## config.mk

```make
export PLATFORM = sky130hd
export DESIGN_NAME = seg7_scan_decoder_flat
export DESIGN_NICKNAME = d
export VERILOG_FILES = /design/src/rtl/seg7_scan_decoder_if.sv /design/src/rtl/seg7_scan_decoder.sv /design/src/flat_wrapper.sv
export SDC_FILE = /design/constraint.sdc
export NUM_CORES = 1
export LEC_CHECK = 0
export CAP_MARGIN = 20
export CELL_PAD_IN_SITES_DETAIL_PLACEMENT = 0
export CELL_PAD_IN_SITES_GLOBAL_PLACEMENT = 1
export CORE_ASPECT_RATIO = 1.2
export CORE_UTILIZATION = 35
export DETAILED_ROUTE_END_ITERATION = 12
export GPL_TIMING_DRIVEN = 1
export PLACE_DENSITY_LB_ADDON = 0.15
export SYNTH_ARGS = -nofsm -noshare
export SYNTH_HDL_FRONTEND = slang
export SYNTH_SLANG_ARGS = --single-unit
```

## constraint.sdc

```tcl
create_clock -name clk -period 3.1 [get_ports clk]
set_clock_uncertainty 0.2 [all_clocks]
set_input_delay 0.62 -clock clk [delete_from_list [all_inputs] [get_ports clk]]
set_output_delay 0.62 -clock clk [all_outputs]
set_load 0.05 [all_outputs]
```

## src/rtl/seg7_scan_decoder_if.sv

```systemverilog
// Bundle of the multiplexed seven-segment bus and the decoded display view.
// The master drives the segment/anode lines (display driver or bench) and
// observes the decoded results; the slave is the scan decoder.
interface seg7_scan_decoder_if #(
    parameter int NUM_DIGITS = 4
) ();
    logic [6:0]              seg7;
    logic [NUM_DIGITS-1:0]   an;
    logic [4*NUM_DIGITS-1:0] digits;
    logic [NUM_DIGITS-1:0]   digit_valid;
    logic [NUM_DIGITS-1:0]   digit_blank;
    logic                    code_err;
    logic [7:0]              err_digit;
    logic                    frame_done;

    modport master (
        output seg7, an,
        input  digits, digit_valid, digit_blank, code_err, err_digit, frame_done
    );

    modport slave (
        input  seg7, an,
        output digits, digit_valid, digit_blank, code_err, err_digit, frame_done
    );
endinterface

```

## src/rtl/seg7_scan_decoder.sv

```systemverilog
// Receive side of a multiplexed seven-segment display: synchronizes the
// active-low segment and anode lines, waits for each digit to dwell stably,
// then decodes the glyph back to a hex value per digit position.
module seg7_scan_decoder #(
    parameter int NUM_DIGITS    = 4,
    parameter int STABLE_CYCLES = 8
) (
    input logic           clk,
    input logic           reset,
    seg7_scan_decoder_if.slave bus
);
    typedef enum logic [1:0] {IDLE, SETTLE, HELD} state_t;

    logic [6:0]              seg_meta_q, seg_meta_d, seg_sync_q, seg_sync_d;
    logic [6:0]              seg_prev_q, seg_prev_d;
    logic [NUM_DIGITS-1:0]   an_meta_q, an_meta_d, an_sync_q, an_sync_d;
    logic [NUM_DIGITS-1:0]   an_prev_q, an_prev_d;
    state_t                  state_q, state_d;
    logic [7:0]              cnt_q, cnt_d;
    logic [NUM_DIGITS-1:0]   seen_q, seen_d;
    logic [4*NUM_DIGITS-1:0] digits_q, digits_d;
    logic [NUM_DIGITS-1:0]   valid_q, valid_d;
    logic [NUM_DIGITS-1:0]   blank_q, blank_d;
    logic                    code_err_q, code_err_d;
    logic [7:0]              err_digit_q, err_digit_d;
    logic                    frame_done_q, frame_done_d;

    logic                    an_legal;
    logic                    sample_same;
    logic                    capture;
    logic [7:0]              cnt_inc;
    logic [3:0]              glyph_val;
    logic                    glyph_hit;
    logic [NUM_DIGITS-1:0]   seen_next;

    assign an_legal    = $onehot(~an_sync_q);
    assign sample_same = (seg_sync_q == seg_prev_q) && (an_sync_q == an_prev_q);
    assign cnt_inc     = cnt_q + 8'd1;

    // Two-flop synchronizers plus the previous synchronized sample for change detection
    always_comb begin
        seg_meta_d = bus.seg7;
        seg_sync_d = seg_meta_q;
        an_meta_d  = bus.an;
        an_sync_d  = an_meta_q;
        seg_prev_d = seg_sync_q;
        an_prev_d  = an_sync_q;
    end

    // Stability FSM: count identical samples and fire one capture per dwell
    always_comb begin
        state_d = state_q;
        cnt_d   = cnt_q;
        capture = 1'b0;
        case (state_q)
            IDLE: begin
                cnt_d = '0;
                if (an_legal) begin
                    state_d = SETTLE;
                    cnt_d   = 8'd1;
                end
            end
            SETTLE: begin
                if (!an_legal) begin
                    state_d = IDLE;
                    cnt_d   = '0;
                end else if (!sample_same) begin
                    cnt_d = 8'd1;
                end else begin
                    cnt_d = cnt_inc;
                    if (cnt_inc == 8'(STABLE_CYCLES)) begin
                        capture = 1'b1;
                        state_d = HELD;
                    end
                end
            end
            HELD: begin
                if (!an_legal) begin
                    state_d = IDLE;
                    cnt_d   = '0;
                end else if (!sample_same) begin
                    state_d = SETTLE;
                    cnt_d   = 8'd1;
                end
            end
            default: begin
                state_d = IDLE;
                cnt_d   = '0;
            end
        endcase
    end

    // Inverse hex-to-segment lookup on the synchronized bus (g..a, active-low)
    always_comb begin
        glyph_val = '0;
        glyph_hit = 1'b1;
        case (seg_sync_q)
            7'b1000000: glyph_val = 4'h0;
            7'b1111001: glyph_val = 4'h1;
            7'b0100100: glyph_val = 4'h2;
            7'b0110000: glyph_val = 4'h3;
            7'b0011001: glyph_val = 4'h4;
            7'b0010010: glyph_val = 4'h5;
            7'b0000010: glyph_val = 4'h6;
            7'b1111000: glyph_val = 4'h7;
            7'b0000000: glyph_val = 4'h8;
            7'b0011000: glyph_val = 4'h9;
            7'b0001000: glyph_val = 4'hA;
            7'b0000011: glyph_val = 4'hB;
            7'b1000110: glyph_val = 4'hC;
            7'b0100001: glyph_val = 4'hD;
            7'b0000110: glyph_val = 4'hE;
            7'b0001110: glyph_val = 4'hF;
            default:    glyph_hit = 1'b0;
        endcase
    end

    // Capture update: per-digit value/flags, error pulse and frame tracking
    always_comb begin
        digits_d     = digits_q;
        valid_d      = valid_q;
        blank_d      = blank_q;
        err_digit_d  = err_digit_q;
        code_err_d   = 1'b0;
        frame_done_d = 1'b0;
        seen_d       = seen_q;
        seen_next    = seen_q;
        if (capture) begin
            // an is one-hot-low here, so exactly one iteration matches
            for (int unsigned i = 0; i < NUM_DIGITS; i++) begin
                if (!an_sync_q[i]) begin
                    seen_next[i] = 1'b1;
                    if (glyph_hit) begin
                        digits_d[4*i +: 4] = glyph_val;
                        valid_d[i]         = 1'b1;
                        blank_d[i]         = 1'b0;
                    end else if (seg_sync_q == 7'h7F) begin
                        valid_d[i] = 1'b0;
                        blank_d[i] = 1'b1;
                    end else begin
                        valid_d[i]  = 1'b0;
                        blank_d[i]  = 1'b0;
                        code_err_d  = 1'b1;
                        err_digit_d = 8'(i);
                    end
                end
            end
            if (&seen_next) begin
                frame_done_d = 1'b1;
                seen_d       = '0;
            end else begin
                seen_d = seen_next;
            end
        end
    end

    // State register with synchronous active-high reset
    always_ff @(posedge clk) begin
        if (reset) begin
            seg_meta_q   <= '0;
            seg_sync_q   <= '0;
            seg_prev_q   <= '0;
            an_meta_q    <= '0;
            an_sync_q    <= '0;
            an_prev_q    <= '0;
            state_q      <= IDLE;
            cnt_q        <= '0;
            seen_q       <= '0;
            digits_q     <= '0;
            valid_q      <= '0;
            blank_q      <= '0;
            code_err_q   <= 1'b0;
            err_digit_q  <= '0;
            frame_done_q <= 1'b0;
        end else begin
            seg_meta_q   <= seg_meta_d;
            seg_sync_q   <= seg_sync_d;
            seg_prev_q   <= seg_prev_d;
            an_meta_q    <= an_meta_d;
            an_sync_q    <= an_sync_d;
            an_prev_q    <= an_prev_d;
            state_q      <= state_d;
            cnt_q        <= cnt_d;
            seen_q       <= seen_d;
            digits_q     <= digits_d;
            valid_q      <= valid_d;
            blank_q      <= blank_d;
            code_err_q   <= code_err_d;
            err_digit_q  <= err_digit_d;
            frame_done_q <= frame_done_d;
        end
    end

    assign bus.digits      = digits_q;
    assign bus.digit_valid = valid_q;
    assign bus.digit_blank = blank_q;
    assign bus.code_err    = code_err_q;
    assign bus.err_digit   = err_digit_q;
    assign bus.frame_done  = frame_done_q;
endmodule

```

## src/flat_wrapper.sv

```systemverilog
// flat-port wrapper written by rule: the top's interface ports become plain ports
module seg7_scan_decoder_flat 
#(
    parameter int NUM_DIGITS    = 4,
    parameter int STABLE_CYCLES = 8
)
  (clk, reset, bus_seg7, bus_an, bus_digits, bus_digit_valid, bus_digit_blank, bus_code_err, bus_err_digit, bus_frame_done);
  seg7_scan_decoder_if #(.NUM_DIGITS(NUM_DIGITS)) bus_i ();
  input logic clk;
  input logic reset;
  input wire logic [$bits(bus_i.seg7)-1:0] bus_seg7;
  input wire logic [$bits(bus_i.an)-1:0] bus_an;
  output wire logic [$bits(bus_i.digits)-1:0] bus_digits;
  output wire logic [$bits(bus_i.digit_valid)-1:0] bus_digit_valid;
  output wire logic [$bits(bus_i.digit_blank)-1:0] bus_digit_blank;
  output wire logic [$bits(bus_i.code_err)-1:0] bus_code_err;
  output wire logic [$bits(bus_i.err_digit)-1:0] bus_err_digit;
  output wire logic [$bits(bus_i.frame_done)-1:0] bus_frame_done;
  assign bus_i.seg7 = bus_seg7;
  assign bus_i.an = bus_an;
  assign bus_digits = bus_i.digits;
  assign bus_digit_valid = bus_i.digit_valid;
  assign bus_digit_blank = bus_i.digit_blank;
  assign bus_code_err = bus_i.code_err;
  assign bus_err_digit = bus_i.err_digit;
  assign bus_frame_done = bus_i.frame_done;
  seg7_scan_decoder #(.NUM_DIGITS(NUM_DIGITS), .STABLE_CYCLES(STABLE_CYCLES)) u_core (.clk(clk), .reset(reset), .bus(bus_i));
endmodule
```

==> results.txt, run 1 <==
- The number of global-route vias before repair was 2554.
- I/O Buffers: 46
- Ports placed on the boundary: 47
- Fill cell instance count of the final layout: 910
* Hold bufs inserted after CTS: 0
- Simple-gate share of the synthesized area: 0.258
- At the pin with the least slew margin, the transition time is 0.774 ns.
- Library cell occupying the most area in the post-synthesis netlist: sky130_fd_sc_hd__dfxtp_1
- The complex-gate fraction of the synthesized area came to 0.117.
- Count of mapped cells out of synthesis: 362
* CP arrival: 2.99 ns
- Clock root cell: sky130_fd_sc_hd__clkbuf_16
- After detailed routing, the average wire length per cell comes to 14.4 um.
- Die extent in y: 110 um
- Across every metal layer, demand over resource in global routing totals 0.168.
* Wirelength, routed: 7970 um
- Leaving out fill and tap cells, the most frequent cell in the layout is sky130_fd_sc_hd__dfxtp_1.
- In this run the number of H-tree levels came out at 3.
* Initial antenna violation count: 0
- Crit path kind: flop to flop
- The first detailed-routing pass took 7 iterations.
- Crit path required time: 3.12 ns
- Share of async-settable or async-resettable flops after synthesis: 0
- The completed layout was analyzed and its total power is 2.21 mW.
- Global routing met1 resource utilization: 0.224
* Pins Over Slew Limit: 0
* Clock tree from TritonCTS: done
- Full die area: 0.0101 mm2
- Count of flip-flops with a built-in enable after synthesis: 0
- The worst setup path is launched from a flop.
- In this run the cell area of the synthesized design comes to 0.00340 mm2.
* Overall via count from detail_route: 2714
* Library cells used by synthesis: 53
* Worst Hold Margin: 0.235 ns
- Worst path cell trace: inv_4 -> ha_4 -> ha_4 -> fa_1 -> nor3b_2 -> nand2_1 -> or4_4 -> or3_4 -> mux2i_1
- Global routing finished with a remaining overflow of 0.
- Of the total synthesized cell area, the portion taken by XOR and XNOR cells is 0.0361.
* # DRC: 0
- IR analysis of the VDD net gives a maximum drop of 0.276 mV.
* Worst stage delay on the critical path: 0.58 ns
- Of all nets on the critical path, the largest fanout is 6.
* Crit share post-route: 0.960
- Mapped Nets: 380
- Area of the core: 0.00947 mm2
- Count of antenna-violating nets left after detailed routing: 0
- The initial utilization of the core area, before any placement, comes to 0.359.
* Global route hottest layer: met2
- Max-cap viol count: 0
- The HPWL after detailed placement is 5670 um.
- Entering global routing, the biggest net connects 56 pins.
- Final count of hold timing violations: 0
- For this design the ratio of total power to cell area is 486 mW/mm2.
* Signed area change from the synthesized netlist to the final layout: 33.7%
- Commonest cells after routing, fill and taps aside: sky130_fd_sc_hd__dfxtp_1, sky130_fd_sc_hd__clkdlybuf4s50_1, sky130_fd_sc_hd__nor2b_1
* Setup-failing EPs final: 0
- CTS Sinks: 81
* Top cells by area in the synthesized netlist: sky130_fd_sc_hd__dfxtp_1, sky130_fd_sc_hd__nor2b_1, sky130_fd_sc_hd__mux2i_1, sky130_fd_sc_hd__nand2_1, sky130_fd_sc_hd__xor2_1
* Static power due to leakage: 1.78 nW
* Net count, final: 442
* Share of final-layout standard cells stronger than drive strength 1: 0.168
* Synth Area in Adders: 0.0206
* Width of the die: 92.0 um
- Gpl congestion: 0.803
* Met3 capacity usage during global routing: 0.0398
- Portion of the post-synthesis area used by sequential elements: 0.477
- Final critical path time including I/O delays and setup: 2.97 ns
- Global-route wire length before repair: 13000 um
- Iteration-0 DRC count of the detailed router: 72
* Number of flip-flops and latches in the synthesized netlist: 81
* Max stage delay cell, worst path: sky130_fd_sc_hd__or4_4
* Crit-path leading delay family: simple AND/OR/NAND/NOR gates
- Number of buffers added by the clock tree synthesis step: 9
- Clock Path Buffers: 2
- After synthesis, the share of cell area in mux cells is 0.0500.
- CP Buf/Inv Count: 1
* Area share of the largest cell type after synthesis: 0.477
* Average via count per standard cell: 4.92
- Run status: finished clean
- The tightest min-delay check is of the flop to flop type.
- Cell repeated most along the worst path: sky130_fd_sc_hd__ha_4
- Critical path capture point type: flop
* Maximum achievable frequency: 336 MHz
- Number of warnings printed during yosys synthesis: 0
* Cell Rows: 39
- For this run, global-route usage on met2 was measured as 0.269.
* Clock latency reported for the late side of the worst-skew pair: 0.33 ns
* Relative max-transition margin: 0.483
* Worst-case register-to-register setup slack: 0.13 ns
- Antenna cells: 0
* Clock transition at path regs: 0.07 ns
- In the synthesized netlist the dominant register cell turns out to be sky130_fd_sc_hd__dfxtp_1.
- Util after Layout: 0.480
- Dominant combinational cell family by area after synthesis: simple AND/OR/NAND/NOR gates
- Post-Syn Area per Cell: 9.39 um2
through the flow:
step           setup slack, ns  cell area, um2   TNS, ns  cells
4_1_cts                 0.0671            4490         0    549
2_1_floorplan          -0.0570            3530    -0.116    362
3_5_place_dp            0.0949            4210         0    533
5_1_grt               -0.00605            4550  -0.00605    552
6_report                 0.125            4550         0    552
3_3_place_gp             0.121            4210         0    533
worst reg2reg max path, stage by stage, from the launching register on:
cell and delay (ns):
sky130_fd_sc_hd__dfxtp_4 0.35, sky130_fd_sc_hd__inv_4 0.04, sky130_fd_sc_hd__ha_4 0.23, sky130_fd_sc_hd__ha_4 0.15, sky130_fd_sc_hd__fa_1 0.47, sky130_fd_sc_hd__nor3b_2 0.24, sky130_fd_sc_hd__nand2_1 0.08, sky130_fd_sc_hd__or4_4 0.58
sky130_fd_sc_hd__or3_4 0.39, sky130_fd_sc_hd__mux2i_1 0.13
layer usage:
layer | wire length (um) | vias up
met5 | 0 | -
met4 | 75 | 0
met3 | 210 | 6
met2 | 3730 | 45
met1 | 3960 | 1263
li1 | - | 1400
area by class of cell:
class,count,area [um2],share of cell area
clock buffers,9,225,0.0495
well taps,123,154,0.0339
multi-input cells,251,1780,0.392
repair buffers,73,662,0.146
inverters,8,35.0,0.00771
clock inverters,7,52.6,0.0116
flip-flops and latches,81,1640,0.360
power by group:
group | switching [mW] | internal, mW | leakage (nW) | total (mW)
clock network | 0.436 | 0.550 | 0.133 | 0.985
registers | 0.0136 | 1.06 | 0.661 | 1.07
logic | 0.0827 | 0.0686 | 0.982 | 0.151
logic make-up (layout without fill, tap and decap cells):
| family | Yosys count | count (layout) |
|---|---|---|
| AO/OA/AOI/OAI | 58 | 58 |
| XOR/XNOR | 14 | 14 |
| adder cells (fa/ha/maj) | 5 | 5 |
| buffers and inverters | 30 | 97 |
| flip-flops | 81 | 81 |
| multiplexers | 17 | 17 |
| AND/OR/NAND/NOR | 157 | 157 |
what timing repair did:
item | in CTS | in global routing
buffers inserted | 0 | 3
endpoints found under the setup margin | 0 | 27
resized for setup | 0 | 7
endpoints found under the hold margin | 0 | 0
final timing paths:
path	from	endpoint	cells after the start
worst max-delay path	u_core.an_prev_d[0]	u_core.bus.digits[0]	9
worst min-delay path	u_core.seg_meta_q[5]	u_core.seg_prev_d[5]	1
worst max register to register	u_core.an_prev_d[0]	u_core.bus.digits[0]	9
worst min register to register	u_core.seg_meta_q[5]	u_core.seg_prev_d[5]	1
cells in the mapped netlist (4+ instances only):
| cell type | n |
|---|---|
| sky130_fd_sc_hd__dfxtp_1 | 81 |
| sky130_fd_sc_hd__nor2b_1 | 33 |
| sky130_fd_sc_hd__nand2_1 | 30 |
| sky130_fd_sc_hd__nor2_1 | 25 |
| sky130_fd_sc_hd__mux2i_1 | 17 |
| sky130_fd_sc_hd__a21oi_1 | 16 |
| sky130_fd_sc_hd__o21ai_0 | 11 |
| sky130_fd_sc_hd__xor2_1 | 11 |
| sky130_fd_sc_hd__and3_1 | 10 |
| sky130_fd_sc_hd__clkbuf_1 | 9 |
| sky130_fd_sc_hd__inv_1 | 8 |
| sky130_fd_sc_hd__or3_1 | 8 |
| sky130_fd_sc_hd__buf_2 | 7 |
| sky130_fd_sc_hd__nand2b_1 | 7 |
| sky130_fd_sc_hd__nor3_1 | 7 |
| sky130_fd_sc_hd__nor4_1 | 6 |
| sky130_fd_sc_hd__nand4_1 | 5 |
| sky130_fd_sc_hd__a32o_1 | 4 |
| sky130_fd_sc_hd__ha_1 | 4 |
| sky130_fd_sc_hd__nand3_1 | 4 |
| sky130_fd_sc_hd__nand3b_1 | 4 |
| sky130_fd_sc_hd__o21a_1 | 4 |
flip-flops by register name (all words and copies together) (netlist names):
name / count
u_core.seen_q: 4
u_core.seg_meta_q: 7
u_core.seg_prev_q: 7
u_core.an_prev_d: 4
u_core.seg_prev_d: 7
u_core.bus.frame_done: 1
u_core.state_q: 2
u_core.bus.digits: 16
u_core.an_prev_q: 4
u_core.bus.digit_blank: 4
u_core.cnt_q: 8
u_core.bus.code_err: 1
u_core.bus.digit_valid: 4
u_core.bus.err_digit: 8
u_core.an_meta_q: 4
No activity file was read; power rests on OpenSTA's default activity.
==> run 2: changes to the inputs <==
--- a/config.mk
+++ b/config.mk
@@ -12,6 +12,7 @@
 export CORE_UTILIZATION = 35
 export DETAILED_ROUTE_END_ITERATION = 12
 export GPL_TIMING_DRIVEN = 1
+export HOLD_SLACK_MARGIN = 0.1
 export PLACE_DENSITY_LB_ADDON = 0.15
 export SYNTH_ARGS = -nofsm -noshare
 export SYNTH_HDL_FRONTEND = slang
==> results of run 2 <==
Final layout, timing and power as in run 1 (identical DEF).
